**src/rtl/boot_memory_arbiter.sv**
```systemverilog
// boot_memory_arbiter
// Sequences boot of the program loader and owns the single instruction-memory
// port. While loading, the loader drives the port. Once loaded, the CPU fetch
// path and the host debug path share the port under round-robin arbitration.
module boot_memory_arbiter #(
  parameter int AUTO_BOOT    = 1,
  parameter int LOAD_TIMEOUT = 256,
  parameter int ADDR_W       = 5,
  parameter int DATA_W       = 16
) (
  input  logic              clock,
  input  logic              reset_n,
  input  logic              boot_req,
  output logic              loader_reset,
  output logic              loader_start,
  input  logic              loader_complete,
  input  logic [ADDR_W-1:0] loader_addr,
  input  logic [DATA_W-1:0] loader_wdata,
  input  logic              loader_write,
  input  logic              cpu_req,
  input  logic [ADDR_W-1:0] cpu_addr,
  output logic              cpu_grant,
  output logic              cpu_hold,
  input  logic              host_req,
  input  logic [ADDR_W-1:0] host_addr,
  input  logic [DATA_W-1:0] host_wdata,
  input  logic              host_write,
  output logic              host_grant,
  output logic [ADDR_W-1:0] mem_addr,
  output logic [DATA_W-1:0] mem_write_data,
  output logic              mem_write,
  output logic              boot_done,
  output logic              load_error,
  output logic [5:0]        words_loaded
);

  // The timer must hold LOAD_TIMEOUT itself, because it can increment once
  // more on the cycle that leaves LOADING.
  localparam int               TMR_W      = $clog2(LOAD_TIMEOUT) + 1;
  localparam logic [TMR_W-1:0] TIMER_LAST = TMR_W'(LOAD_TIMEOUT - 1);
  localparam logic [5:0]       WORDS_MAX  = 6'd32;

  typedef enum logic [2:0] {
    ST_IDLE,
    ST_LDR_RESET,
    ST_LDR_START,
    ST_LOADING,
    ST_RUN,
    ST_ERROR
  } state_t;

  state_t           state_reg;
  state_t           state_next;
  // Set only while held in reset. It lets the first edge after release decide
  // whether to start booting on its own.
  logic             auto_pending_reg;
  logic [TMR_W-1:0] timer_reg;
  logic [TMR_W-1:0] timer_next;
  logic [5:0]       words_reg;
  logic [5:0]       words_next;
  // 1 = the CPU won the most recent conflict; 0 = the host won it (reset value).
  logic             last_cpu_reg;
  logic             last_cpu_next;
  logic             loader_reset_reg;
  logic             loader_start_reg;
  logic             cpu_hold_reg;
  logic             boot_done_reg;
  logic             boot_done_next;
  logic             load_error_reg;
  logic             load_error_next;
  logic             both_req;

  assign both_req = cpu_req && host_req;

  // State register; the auto-boot request is consumed by the first edge after release.
  always_ff @(posedge clock or negedge reset_n) begin
    if (!reset_n) begin
      state_reg        <= ST_IDLE;
      auto_pending_reg <= (AUTO_BOOT != 0);
    end else begin
      state_reg        <= state_next;
      auto_pending_reg <= 1'b0;
    end
  end

  // Next-state logic. The loader is never interrupted by boot_req, and completion beats timeout.
  always_comb begin
    state_next = state_reg;
    unique case (state_reg)
      ST_IDLE: begin
        if (boot_req || auto_pending_reg) begin
          state_next = ST_LDR_RESET;
        end
      end
      ST_LDR_RESET: state_next = ST_LDR_START;
      ST_LDR_START: state_next = ST_LOADING;
      ST_LOADING: begin
        if (loader_complete) begin
          state_next = ST_RUN;
        end else if (timer_reg == TIMER_LAST) begin
          state_next = ST_ERROR;
        end
      end
      ST_RUN, ST_ERROR: begin
        if (boot_req) begin
          state_next = ST_LDR_RESET;
        end
      end
      default: state_next = ST_IDLE;
    endcase
  end

  // Next values of the load timer, word counter, sticky status flags and round-robin pointer.
  always_comb begin
    timer_next      = timer_reg;
    words_next      = words_reg;
    boot_done_next  = boot_done_reg;
    load_error_next = load_error_reg;
    last_cpu_next   = last_cpu_reg;

    if (state_reg == ST_LDR_START) begin
      timer_next = '0;
    end else if (state_reg == ST_LOADING) begin
      timer_next = timer_reg + 1'b1;
    end

    if (state_next == ST_LDR_RESET) begin
      words_next = '0;
    end else if (state_reg == ST_LOADING && loader_write && words_reg != WORDS_MAX) begin
      words_next = words_reg + 6'd1;
    end

    // Status flags survive until the next load begins.
    if (state_next == ST_LDR_RESET) begin
      boot_done_next  = 1'b0;
      load_error_next = 1'b0;
    end else begin
      if (state_next == ST_RUN) begin
        boot_done_next = 1'b1;
      end
      if (state_next == ST_ERROR) begin
        load_error_next = 1'b1;
      end
    end

    // The pointer moves only when both sides actually collided.
    if (state_reg == ST_RUN && both_req) begin
      last_cpu_next = cpu_grant;
    end
  end

  // Datapath registers. Loader controls are decoded from the next state so they line up with the state.
  always_ff @(posedge clock or negedge reset_n) begin
    if (!reset_n) begin
      timer_reg        <= '0;
      words_reg        <= '0;
      last_cpu_reg     <= 1'b0;
      loader_reset_reg <= 1'b1;
      loader_start_reg <= 1'b0;
      cpu_hold_reg     <= 1'b1;
      boot_done_reg    <= 1'b0;
      load_error_reg   <= 1'b0;
    end else begin
      timer_reg        <= timer_next;
      words_reg        <= words_next;
      last_cpu_reg     <= last_cpu_next;
      loader_reset_reg <= (state_next == ST_LDR_RESET);
      loader_start_reg <= (state_next == ST_LDR_START);
      cpu_hold_reg     <= (state_next != ST_RUN);
      boot_done_reg    <= boot_done_next;
      load_error_reg   <= load_error_next;
    end
  end

  // Same-cycle port mux. The loader owns the port in LOADING; otherwise the granted requester drives it.
  always_comb begin
    cpu_grant      = 1'b0;
    host_grant     = 1'b0;
    mem_addr       = '0;
    mem_write_data = '0;
    mem_write      = 1'b0;

    unique case (state_reg)
      ST_LOADING: begin
        mem_addr       = loader_addr;
        mem_write_data = loader_wdata;
        mem_write      = loader_write;
      end
      ST_RUN: begin
        if (both_req) begin
          cpu_grant  = !last_cpu_reg;
          host_grant = last_cpu_reg;
        end else begin
          cpu_grant  = cpu_req;
          host_grant = host_req;
        end
      end
      ST_IDLE, ST_ERROR: begin
        host_grant = host_req;
      end
      default: begin
      end
    endcase

    // A fetch only reads, so it contributes an address and never a write strobe.
    if (host_grant) begin
      mem_addr       = host_addr;
      mem_write_data = host_wdata;
      mem_write      = host_write;
    end else if (cpu_grant) begin
      mem_addr = cpu_addr;
    end
  end

  assign loader_reset = loader_reset_reg;
  assign loader_start = loader_start_reg;
  assign cpu_hold     = cpu_hold_reg;
  assign boot_done    = boot_done_reg;
  assign load_error   = load_error_reg;
  assign words_loaded = words_reg;

endmodule

```
**config.mk**
```make
export PLATFORM = sky130hd
export DESIGN_NAME = boot_memory_arbiter
export DESIGN_NICKNAME = d
export VERILOG_FILES = /design/src/rtl/boot_memory_arbiter.sv
export SDC_FILE = /design/constraint.sdc
export NUM_CORES = 1
export LEC_CHECK = 0
export CAP_MARGIN = 25
export CORE_MARGIN = 5
export CORE_UTILIZATION = 34
export DETAILED_ROUTE_END_ITERATION = 8
export PLACE_DENSITY = 0.76
export SETUP_SLACK_MARGIN = 0.15
export SYNTH_ARGS = -nofsm -noshare
export SYNTH_HDL_FRONTEND = slang
export SYNTH_SLANG_ARGS = --single-unit
```
**constraint.sdc**
```tcl
create_clock -name clock -period 2 [get_ports clock]
set_clock_uncertainty 0.1 [all_clocks]
set_input_delay 0.3 -clock clock [delete_from_list [all_inputs] [get_ports clock]]
set_output_delay 0.3 -clock clock [all_outputs]
set_load 0.02 [all_outputs]
```
==> impl_metrics.toml <==
[global_route]
grt_max_degree = 26
grt_usage = 0.1606
antenna_found_initial = 0
grt_overflow = 0
grt_pass1_vias = 1624
grt_pass1_wl_um = 8073

[floorplanning]
ios = 90
design.die.area_um2 = 6057
fp.coreArea_um2 = 4414
initial_core_util = 0.3543
fp.dieW_um = 77.83
die_h_um = 77.83
num_rows = 24

[finish]
largest_reg_flops = 9
finish.utilization = 0.6582
final_nets = 329
layout_common_cells = "clkdlybuf4s50_1, buf_4, dfrtp_1"
stdcell_count = 321
fin_area_um2 = 2905
antenna_cells_inserted = 0
layout_commonest_cell = "clkdlybuf4s50_1"
drive_above_1_share = 0.3309
syn_to_final_growth_pct = 85.76

[worst_setup_path]
cp-end-kind = "output port"
start_kind = "primary input"
crit_top_cell = "buf_6"
worstReg2RegStart = "timer_reg[0]$_DFFE_PN0P_"
arrival_ns = 1.71
cp.required_ns = 1.60
critPathKind = "in2out"
cp_cell_sequence = "clkdlybuf4s50_1, a31oi_4, buf_6, clkbuf_16, a221o_1, buf_6"
rr_worst_depth = 10
crit_family = "buffers and inverters"
crit_buf_inv = 4
cp.depth = 6
rrSetupSlack_ns = 0
worst_path_max_delay_cell = "clkdlybuf4s50_1"
cpPeakStageDelay_ns = 0.55
path_max_fanout = 5
reg2reg_to = "words_loaded[2]$_DFFE_PN0P_"

[hold_path]
hp-class = "in2async"

[routing]
viasPerCell = 5.003
drc_errors = 0
dr.pass1.iters = 4
wl_um = 5112
antenna_left = 0
vias = 1606
wl_per_cell_um = 15.93
drtIter0Drc = 34

[yosys]
synth_area_um2 = 1564
synth_edf_count = 0
synth_compound_area_frac = 0.2424
synth_fa_ha_area_frac = 0.03200
yosysUniqueCellTypes = 39
synth_top_family_by_area = "compound AO/OA/AOI/OAI gates"
yosysTopAreaCell = "dfrtp_1"
async_flop_share = 1.000
synth-main-ff-cell = "dfrtp_1"
synth_xor_area_frac = 0.03920
yosys_warnings = 0
synth_top_area_frac = 0.3520
ys_ff_latch = 25
yosys.area_share.simple = 0.1944
synthTopCellsByArea = "dfrtp_1, a22o_1, dfstp_2"
syn_inst = 156
yosysSeqAreaShare = 0.4024
synth_mux_area_frac = 0.01280
synth_nets = 215
syn_area_per_cell_um2 = 10.03

[placement]
dp_cells = 309
numPortBuffers = 89
placed_area_um2 = 2651
place_congestion = 0.7247
dp_hpwl_um = 3717

[power]
power_frac_seq = 0.201
ir_worst_vdd_mv = 0.8764
p_comb_frac = 0.719
p_int_uw = 2214
p_leak_uw = 0.001252
switching_share = 0.4100
power_density_nw_per_um2 = 1292
power_frac_clock = 0.080
p_switching_uw = 1538

[timing]
worst_slack_ns = -0.1124
hold_viol = 0
setup_viol = 22
fmax_mhz = 473.4
rsz0062_at_grt = "yes"
min_period_over_period = 1.056
fin_crit_ns = 2.112
maxSlewViolCount = 0

[status]
violations = "setup timing"
status = "complete, but fails checks"

[clock_tree]
clockBufferDepth = 2
clock_latency_ns = 0.27
clkTransAtPathRegs_ns = 0.09
cts_buffers = 3
cts_root_buf = "clkbuf_8"
holdBufCountCts = 0
cts_tree = "built"
htreeDepth = 1
clkSinkCount = 25

[flow_run]
max_cap_viol_count = 0
==> synthesized netlist by cell type, types with 3 or more instances <==
cell     count
nor2_1      16
ha_1         4
o21ai_0      7
buf_4        5
inv_1        9
buf_6        4
a221o_1      5
xnor2_1      7
a22o_1      20
nand3_1      6
dfstp_2      3
dfrtp_1     22
nor3_1       5
a21oi_1      4
nand2_1      7
and2_1       5
==> power by group through the flow <==
stage | Sequential (µW) | Clock (µW) | Combinational [µW]
after detailed placement | 745 | 0 | 2320
after floorplan | 799 | 0 | 1280
after CTS | 757 | 312 | 2500
after global routing | 770 | 336 | 2880
after global placement | 737 | 0 | 2290
final | 754 | 300 | 2700
==> through the flow <==
step	power [µW]	setup slack, ns	hold WS, ns	setup TNS (ns)
5_1_grt	3985	-0.1528	0.3251	-2.994
6_report	3753	-0.1124	0.2904	-1.035
3_3_place_gp	3027	-0.4191	0.3656	-9.288
4_1_cts	3571	-0.09369	0.3022	-1.253
3_5_place_dp	3064	-0.4356	0.3797	-9.562
2_1_floorplan	2076	0.1538	-0.09559	0
==> repair_timing <==
item,CTS,global route
pin swaps,7,7
resized for setup,147,10
setup buffers,4,1
endpoints found under the setup margin,33,33
cloned,1,2
==> routing by layer <==
metal / vias to the layer above / share of wire / wire (µm) / GRT usage
li1: 791 / - / - / -
met1: 754 / 0.43 / 2177 / 0.2061
met2: 57 / 0.48 / 2460 / 0.2688
met3: 4 / 0.086 / 441 / 0.04282
met4: 0 / 0.0065 / 33 / 0.03608
met5: - / 0 / 0 / 0
==> worst max path at each step <==
stage / from / endpoint
3_3_place_gp: cpu_req / mem_addr[0]
6_report: cpu_req / mem_addr[2]
3_5_place_dp: cpu_req / mem_addr[2]
2_1_floorplan: timer_reg[0]$_DFFE_PN0P_ / words_loaded[3]$_DFFE_PN0P_
5_1_grt: state_reg[2]$_DFF_PN0_ / mem_addr[2]
4_1_cts: state_reg[0]$_DFF_PN0_ / mem_addr[2]
==> cells by family (layout without fill, tap and decap cells) <==
| kind of cell | count (synthesis) | count (layout) |
|---|---|---|
| XOR/XNOR | 7 | 7 |
| AO/OA/AOI/OAI | 45 | 45 |
| buffers and inverters | 18 | 131 |
| flip-flops | 25 | 25 |
| adder cells (fa/ha/maj) | 4 | 4 |
| multiplexers | 2 | 2 |
| other | 1 | 1 |
| AND/OR/NAND/NOR | 54 | 54 |
==> final cells by class <==
| class | instances | area (µm²) |
|---|---|---|
| clock buffers | 4 | 45.04 |
| flip-flops and latches | 25 | 630.6 |
| repair buffers | 118 | 1190 |
| multi-input cells | 113 | 940.9 |
| fillers | 364 | 1509 |
| well taps | 52 | 65.06 |
| inverters | 9 | 33.78 |
(Power assumes the default switching activity.)
